## src/rtl/sched_pkg.sv

```systemverilog
// Shared scheduler-side types: executor FSM states, DVFS levels and
// the utilization counter width used by scheduler and DVFS controller.
package sched_pkg;

    typedef enum logic [1:0] {
        IDLE,
        RUN,
        DONE
    } exec_state_t;

    localparam logic [1:0] LVL_FULL = 2'd0;
    localparam logic [1:0] LVL_DIV2 = 2'd1;
    localparam logic [1:0] LVL_DIV4 = 2'd2;
    localparam logic [1:0] LVL_DIV8 = 2'd3;

    localparam int UTIL_W_DEF = 32;

    // Terminal prescaler value for a level: 2^lvl - 1
    function automatic logic [2:0] lvl_mask(input logic [1:0] lvl);
        logic [2:0] m;
        m = 3'd0;
        case (lvl)
            LVL_FULL: m = 3'd0;
            LVL_DIV2: m = 3'd1;
            LVL_DIV4: m = 3'd3;
            LVL_DIV8: m = 3'd7;
            default:  m = 3'd0;
        endcase
        return m;
    endfunction

endpackage

```

## src/rtl/core_task_executor_if.sv

```systemverilog
// Scheduler <-> core executor bundle: assignment strobe, task
// descriptor, busy/done feedback and utilization counters.
interface core_task_executor_if
    import sched_pkg::*;
#(
    parameter int LEN_W  = 8,
    parameter int ID_W   = 4,
    parameter int UTIL_W = UTIL_W_DEF
);
    logic              assign_in;
    logic [LEN_W-1:0]  task_len;
    logic [ID_W-1:0]   task_id;
    logic [1:0]        dvfs_level;
    logic              core_busy;
    logic              done;
    logic [ID_W-1:0]   done_id;
    logic [UTIL_W-1:0] busy_cycles;
    logic [15:0]       task_count;

    modport master (
        output assign_in, task_len, task_id, dvfs_level,
        input  core_busy, done, done_id, busy_cycles, task_count
    );

    modport slave (
        input  assign_in, task_len, task_id, dvfs_level,
        output core_busy, done, done_id, busy_cycles, task_count
    );
endinterface

```

## src/rtl/dvfs_tick_gen.sv

```systemverilog
// 3-bit prescaler: one tick every 2^level enabled cycles.
module dvfs_tick_gen
    import sched_pkg::*;
(
    input  logic       clk,
    input  logic       rst,
    input  logic [1:0] level,
    input  logic       clear,
    input  logic       enable,
    output logic       tick
);
    logic [2:0] cnt;

    assign tick = enable && (cnt == lvl_mask(level));

    always_ff @(posedge clk or posedge rst) begin
        if (rst)
            cnt <= 3'd0;
        else if (clear || tick)
            cnt <= 3'd0;
        else if (enable)
            cnt <= cnt + 3'd1;
    end
endmodule

```

## src/rtl/core_task_executor.sv

```systemverilog
// Core-side task executor: captures a task, runs it at the DVFS rate,
// pulses done with the task ID and keeps utilization counters.
module core_task_executor
    import sched_pkg::*;
#(
    parameter int LEN_W  = 8,
    parameter int ID_W   = 4,
    parameter int UTIL_W = UTIL_W_DEF
) (
    input logic clk,
    input logic rst,
    core_task_executor_if.slave bus
);
    exec_state_t       state, state_d;
    logic [LEN_W-1:0]  rem_q;
    logic [ID_W-1:0]   id_q;
    logic [1:0]        lvl_q;
    logic              busy_q, done_q;
    logic [ID_W-1:0]   done_id_q;
    logic [UTIL_W-1:0] busy_cnt;
    logic [15:0]       task_cnt;
    logic              capture, tick, last_unit;

    assign capture   = (state == IDLE) && bus.assign_in;
    assign last_unit = (rem_q == LEN_W'(1));

    dvfs_tick_gen u_tick (
        .clk    (clk),
        .rst    (rst),
        .level  (lvl_q),
        .clear  (capture),
        .enable (state == RUN),
        .tick   (tick)
    );

    always_comb begin
        state_d = state;
        unique case (state)
            IDLE:    if (bus.assign_in) state_d = RUN;
            RUN:     if (tick && last_unit) state_d = DONE;
            DONE:    state_d = IDLE;
            default: state_d = IDLE;
        endcase
    end

    always_ff @(posedge clk or posedge rst) begin
        if (rst)
            state <= IDLE;
        else
            state <= state_d;
    end

    // Zero-length tasks are run as a single work unit
    always_ff @(posedge clk or posedge rst) begin
        if (rst) begin
            rem_q <= '0;
            id_q  <= '0;
            lvl_q <= LVL_FULL;
        end else if (capture) begin
            rem_q <= (bus.task_len == '0) ? LEN_W'(1) : bus.task_len;
            id_q  <= bus.task_id;
            lvl_q <= bus.dvfs_level;
        end else if (state == RUN && tick && !last_unit) begin
            rem_q <= rem_q - LEN_W'(1);
        end
    end

    always_ff @(posedge clk or posedge rst) begin
        if (rst) begin
            busy_q    <= 1'b0;
            done_q    <= 1'b0;
            done_id_q <= '0;
            task_cnt  <= '0;
            busy_cnt  <= '0;
        end else begin
            busy_q <= (state_d != IDLE);
            done_q <= (state_d == DONE);
            if (state_d == DONE) begin
                done_id_q <= id_q;
                task_cnt  <= task_cnt + 16'd1;
            end
            if (busy_q && !(&busy_cnt))
                busy_cnt <= busy_cnt + UTIL_W'(1);
        end
    end

    assign bus.core_busy   = busy_q;
    assign bus.done        = done_q;
    assign bus.done_id     = done_id_q;
    assign bus.busy_cycles = busy_cnt;
    assign bus.task_count  = task_cnt;
endmodule
```

## src/flat_wrapper.sv

```systemverilog
// flat-port wrapper written by rule: the top's interface ports become plain ports
module core_task_executor_flat import sched_pkg::*;
#(
    parameter int LEN_W  = 8,
    parameter int ID_W   = 4,
    parameter int UTIL_W = UTIL_W_DEF
)
  (clk, rst, bus_assign_in, bus_task_len, bus_task_id, bus_dvfs_level, bus_core_busy, bus_done, bus_done_id, bus_busy_cycles, bus_task_count);
  core_task_executor_if #(.LEN_W(LEN_W), .ID_W(ID_W), .UTIL_W(UTIL_W)) bus_i ();
  input logic clk;
  input logic rst;
  input wire logic [$bits(bus_i.assign_in)-1:0] bus_assign_in;
  input wire logic [$bits(bus_i.task_len)-1:0] bus_task_len;
  input wire logic [$bits(bus_i.task_id)-1:0] bus_task_id;
  input wire logic [$bits(bus_i.dvfs_level)-1:0] bus_dvfs_level;
  output wire logic [$bits(bus_i.core_busy)-1:0] bus_core_busy;
  output wire logic [$bits(bus_i.done)-1:0] bus_done;
  output wire logic [$bits(bus_i.done_id)-1:0] bus_done_id;
  output wire logic [$bits(bus_i.busy_cycles)-1:0] bus_busy_cycles;
  output wire logic [$bits(bus_i.task_count)-1:0] bus_task_count;
  assign bus_i.assign_in = bus_assign_in;
  assign bus_i.task_len = bus_task_len;
  assign bus_i.task_id = bus_task_id;
  assign bus_i.dvfs_level = bus_dvfs_level;
  assign bus_core_busy = bus_i.core_busy;
  assign bus_done = bus_i.done;
  assign bus_done_id = bus_i.done_id;
  assign bus_busy_cycles = bus_i.busy_cycles;
  assign bus_task_count = bus_i.task_count;
  core_task_executor #(.LEN_W(LEN_W), .ID_W(ID_W), .UTIL_W(UTIL_W)) u_core (.clk(clk), .rst(rst), .bus(bus_i));
endmodule
```

## config.mk

```make
export PLATFORM = sky130hd
export DESIGN_NAME = core_task_executor_flat
export DESIGN_NICKNAME = d
export VERILOG_FILES = /design/src/rtl/sched_pkg.sv /design/src/rtl/core_task_executor_if.sv /design/src/rtl/dvfs_tick_gen.sv /design/src/rtl/core_task_executor.sv /design/src/flat_wrapper.sv
export SDC_FILE = /design/constraint.sdc
export NUM_CORES = 1
export LEC_CHECK = 0
export ABC_CLOCK_PERIOD_IN_PS = 2800
export CORE_UTILIZATION = 33
export DETAILED_ROUTE_END_ITERATION = 10
export SLEW_MARGIN = 15
export SYNTH_ARGS = -nofsm -noshare
export SYNTH_HDL_FRONTEND = slang
export SYNTH_HIERARCHICAL = 1
export SYNTH_SLANG_ARGS = --single-unit
```

## constraint.sdc

```tcl
create_clock -name clk -period 2.8 [get_ports clk]
set_clock_uncertainty 0.1 [all_clocks]
set_input_delay 0.56 -clock clk [delete_from_list [all_inputs] [get_ports clk]]
set_output_delay 0.56 -clock clk [all_outputs]
set_load 0.01 [all_outputs]
```

**Word-level counts from Yosys, hierarchy flattened**

Index checks and enable logic that the tools add are counted.

- Output and inout port bits: 54
- Word-level logic and storage cells: 46
- Flip-flop bits (word level): 73
- Input bits: 17

- Equality and inequality tests: 7
- Add/subtract/negate cells: 4
- Reduce and logical (&&, ||, !) cells: 16
- Mux-type cells: 9

Operators with widths:

| cell | count |
|---|---|
| adder 32 x 1 -> 32 bit (second input constant) | 1 |
| AND reduction 32 bit | 1 |
| two-way mux 8 bit | 3 |
| adder 16 x 1 -> 16 bit (second input constant) | 1 |
| one-hot mux 3 bit (4 select lines) | 1 |
| equality test 8 x 1 -> 1 bit (second input constant) | 1 |
| zero test 8 bit | 1 |
| subtractor 8 x 1 -> 8 bit (second input constant) | 1 |
| equality test 2 bit (second input constant) | 3 |
| logical AND 1 bit | 6 |
| two-way mux 3 bit | 2 |
| nonzero test 2 bit | 3 |
| equality test 2 x 1 -> 1 bit (second input constant) | 2 |
| zero test 2 bit | 2 |
| two-way mux 2 bit | 2 |
| one-hot mux 2 bit (2 select lines) | 1 |
| adder 3 x 1 -> 3 bit (second input constant) | 1 |
| equality test 3 bit | 1 |
| zero test 1 bit | 2 |
| logical OR 1 bit | 1 |

**Logic depth before layout (Yosys ltp)**

- Depth after elaboration: 8
- Gate-level depth with buffers: 10
- Depth with buffers taken out: 9

**Hierarchy**

The synthesis kept the hierarchy.

Modules (own cells, without submodules):

| module | area an instance (um^2) | instances | seq. area each (um^2) | cells each |
|---|---|---|---|---|
| core_task_executor | 3266.9 | 1 | 1751.7 | 293 |
| dvfs_tick_gen | 212.7 | 1 | 75.1 | 20 |

**Worst setup path before layout**

No wires, ideal clock.

- Path type: register -> register
- From: reg u_core.state[1]
- To: reg u_core.done_id_q[0], in the netlist u_core/bus.done_id[0]
- Path buffers: 1
- Clock period less this slack: 2787 ps
- Data required time: 2575 ps
- Stages on the path, launching flop included: 9
- Setup slack: 13 ps
- Library setup time: 125 ps
- Arrival: 2562 ps
- Cell sequence: dfrtp_1 -> nor2b_1 -> or3b_4 -> a2111oi_4 -> or2_1 -> nand3b_1 -> nor3_1 -> buf_2 -> mux2_2

- Word-level cells in the longest chain between the ends: 6
- Elaborated cells on any way between the ends: 8
- Those cells by class: 2 x eq/ne; 3 x mux; 3 x reduce/logical

Ends and longest elaborated chain:

| item | line | text |
|---|---|---|
| start, declared | core_task_executor.sv:14 | `exec_state_t state, state_d;` |
| start signal, assigned | core_task_executor.sv:50 | `state <= state_d;` |
| equality test 2 x 1 -> 1 bit | core_task_executor.sv:32 | `.enable (state == RUN),` |
| logical AND 1 bit | dvfs_tick_gen.sv:14 | `assign tick = enable && (cnt == lvl_mask(level));` |
| net u_core.tick | core_task_executor.sv:22 | `logic capture, tick, last_unit;` |
| logical AND 1 bit | core_task_executor.sv:40 | `RUN: if (tick && last_unit) state_d = DONE;` |
| two-way mux 2 bit | core_task_executor.sv:40 |  |
| one-hot mux 2 bit (2 select lines) | core_task_executor.sv:38 | `unique case (state)` |
| net u_core.state_d[1] | core_task_executor.sv:14 |  |
| equality test 2 bit | core_task_executor.sv:78 | `if (state_d == DONE) begin` |
| end signal, assigned | core_task_executor.sv:79 | `done_id_q <= id_q;` |
| end, declared | core_task_executor.sv:19 | `logic [ID_W-1:0] done_id_q;` |

The timed path passes the listed nets, and every way through them passes these cells.
A chain may end at the register's enable or synchronous reset.

**Worst setup path in the final report**

- From: reg u_core.state[1]
- To: reg u_core.rem_q[6]

- Word-level cells in the longest chain between the ends: 5
- Elaborated cells on any way between the ends: 8
- Those cells by class: 1 x eq/ne; 1 x mux; 6 x reduce/logical

Ends and longest elaborated chain:

| item | line | text |
|---|---|---|
| equality test 2 x 1 -> 1 bit | core_task_executor.sv:32 |  |
| logical AND 1 bit | dvfs_tick_gen.sv:14 |  |
| net u_core.tick | core_task_executor.sv:22 |  |
| logical AND 1 bit (2 in a row) | core_task_executor.sv:63 | `end else if (state == RUN && tick && !last_unit) begin` |
| nonzero test 2 bit (no line) | - |  |
| end signal, assigned | core_task_executor.sv:60 | `rem_q <= (bus.task_len == '0) ? LEN_W'(1) : bus.task_len;` |
| end signal, assigned | core_task_executor.sv:64 | `rem_q <= rem_q - LEN_W'(1);` |
| end, declared | core_task_executor.sv:15 | `logic [LEN_W-1:0] rem_q;` |

The timed path passes the listed nets, and every way through them passes these cells.

==> results.cfg <==
[route]
avgViaCountPerCell = 4.82
wl_met1_mm = 3.31
vias = 2589
drt_wl_total_mm = 7.31
postRouteAntennaNets = 0
remaining_drc_errors = 0
met2WireLength_mm = 3.59
drt_iter0_drc = 68
first_pass_iters = 4
post_drt_wl_per_cell_microns = 13.6
dr.max_layer_used = met4
met3_length_microns = 335

[die]
dieArea_sq_um = 11000
die_w_microns = 105
io_pins = 71
initial_core_util = 0.339
coreArea_sq_um = 10300
fp.dieH_microns = 105
num_rows = 37

[placed_design]
placed_cell_area_sq_um = 4370
io_buffer_count = 70
gp_congestion = 0.779
hpwlAfterDp_mm = 5.29

[sta]
rsz0062_at_grt = yes
relSlewSlack = 0.644
hold_viol_final = 0
tightestPinTransition_ps = 530
hold_slack_ps = 335
slew_viol_final = 0
setup_viol = 0
final.period_utilization = 0.947
max_freq_mhz = 377
period_needed_ps = 2650

[cts]
cts_sinks = 73
cts.htree.levels = 3
cts_tree = yes
ctsLongestPathBuffers = 2
clk_latency_ps = 340
numCtsBuffers = 9
clockRootBuffer = clkbuf_8
holdBufCountCts = 0
clk_pin_slew_ps = 70

[pwr]
ir_drop_uv = 312
leakage_nw = 1.95
p_per_area_nw_per_um2 = 708

[grt]
grt_pass1_vias = 2595
antenna_found_initial = 0
grt_max_degree = 38
grt_first_pass_wirelength_mm = 12.4
track_usage = 0.144
grt_remaining_overflow = 0

[logic_synthesis]
ys_warn_count = 6
synth_cells = 313
synth_cell_types = 53
async_reset_ff_frac = 1.00
ys_seq_area_frac = 0.525
netlist_area_sq_um = 3480
synth-seq-cells = 73
synth.avg_cell_area_sq_um = 11.1
ys.flop_type = dfrtp_1
syn_nets = 335
synth_edf_count = 0

[worst_setup_path]
critPathRequiredTime_ps = 2920
critPathLaunch = u_core/state[1]
critPathMaxFanout = 5
cp.depth = 8
cpPeakStageDelay_ps = 540
r2r_cells = 8
critPathLaunchType = flip-flop
crit_arrival_ps = 2770
ff2ff_setup_slack_ps = 150
worstSetupEndpointType = flip-flop
crit_family = simple AND/OR/NAND/NOR gates
r2r-start = u_core/state[1]
path_class = flip-flop to flip-flop
path_buf_inv = 0
crit_path_cell_trace = nor2b_2 -> or3b_4 -> a2111oi_4 -> or2_1 -> nand3b_1 -> or4b_1 -> xor2_1 -> o21ai_1
crit_slowest_cell = or4b_1

[final_layout]
drive_above_1_share = 0.140
antenna_cells = 0
nets = 419
stdcell_area_sq_um = 4590
fin_util = 0.447
syn_to_final_growth_pct = 32.0

[outcome]
status = completed

[min_path]
hold_path.class = primary input to async pin

[flow_run]
drv_cap = 0
## worst paths after layout
path	endpoint
worst min register to register	u_core/bus.task_count[15]
worst max register to register	u_core/rem_q[6]
min in group clk	u_core/bus.task_count[15]
worst min-delay path	u_core/u_tick/cnt[2]
max in group asynchronous	u_core/rem_q[1]
worst max-delay path	u_core/rem_q[6]
## sequential cells by signal, summed over array words and instances, names as in the netlist
signal	count
u_core/bus.busy_cycles	32
u_core/bus.task_count	16
u_core/rem_q	8
u_core/bus.done_id	4
u_core/id_q	4
u_core/u_tick/cnt	3
u_core/lvl_q	2
u_core/state	2
u_core/bus.core_busy	1
u_core/bus.done	1
## cell usage after synthesis, drive strengths merged, types with 2 or more instances
library cell   n  area (sq um)
and2           3          18.8
o21ai         12          60.1
o21a           2          15.0
inv            8          30.0
or4            3          26.3
nor2b          2          12.5
nor4           6          37.5
clkbuf         4          15.0
nand3b         3          22.5
a21o           2          15.0
nor2          21          78.8
xnor2         26           228
or3b           2          20.0
a21oi          3          15.0
and4           2          17.5
nand4         17           113
or2            2          12.5
and3           9          57.6
mux2          14           158
buf            3          21.3
nand3         18          95.1
nor3b          2          15.0
nor3          13          81.3
dfrtp         73          1830
nand2         24          90.1
ha             5          62.6
xor2          19           166
## cells by family (layout without fill, tap and decap cells)
logic type / count (synthesis) / count (layout) / share of synthesized area
AOI/OAI and AO/OA: 27 / 27 / 0.0618
xor gates and xnor gates: 45 / 45 / 0.113
adders and majority gates: 5 / 5 / 0.0180
buffers and inverters: 15 / 103 / 0.0191
DFF: 73 / 73 / 0.525
muxes: 15 / 15 / 0.0482
and+or+nand+nor: 133 / 133 / 0.215
## report_power, final
| group | switching, W | internal [W] | leakage [nW] |
|---|---|---|---|
| logic | 0.000441 | 0.000545 | 0.897 |
| clock network | 0.000376 | 0.000403 | 0.0929 |
| registers | 0.000216 | 0.00127 | 0.964 |
| total | 0.00103 | 0.00222 | 1.95 |
## layer usage
layer	GRT usage	vias up
met5	0	-
met3	0.0405	8
met2	0.245	59
met4	0.0483	0
li1	-	1278
met1	0.175	1244
## what timing repair did
item | in CTS | in global routing
endpoints found under the setup margin | 0 | 22
buffers inserted | 0 | 3
gates resized for setup | 0 | 6
## final cells by class
type,instances,area [sq um]
Clock buffer,11,131
Clock inverter,4,45.0
Fill cell,996,5690
Inverter,8,30.0
Multi-Input combinational cell,225,1610
Sequential cell,73,1830
Tap cell,136,170
Timing Repair Buffer,80,776
## stage by stage
step	cells	power, W	TNS, ps	worst slack [ps]
3_3_place_gp	519	0.00242	0	154
2_1_floorplan	313	0.00211	0	13.3
3_5_place_dp	519	0.00245	0	32.1
5_1_grt	537	0.00348	-4.72	-1.66
4_1_cts	534	0.00325	0	9.34
6_report	537	0.00325	0	149
## cell usage in the layout (no fill, tap or decap), types with 3 or more instances in the layout
| cell type | instances |
|---|---|
| nand3_1 | 17 |
| nor2_1 | 20 |
| o21ai_0 | 10 |
| dfrtp_1 | 73 |
| nor4_1 | 6 |
| xor2_1 | 19 |
| ha_1 | 5 |
| nor3_1 | 10 |
| nand2_1 | 24 |
| clkdlybuf4s50_1 | 70 |
| mux2_2 | 13 |
| nand3b_1 | 3 |
| buf_4 | 10 |
| xnor2_1 | 26 |
| and2_1 | 3 |
| clkinv_2 | 3 |
| nand4_1 | 16 |
| and3_1 | 7 |
| a21oi_1 | 3 |
| clkbuf_8 | 9 |
| inv_1 | 7 |
(Power assumes the default switching activity.)
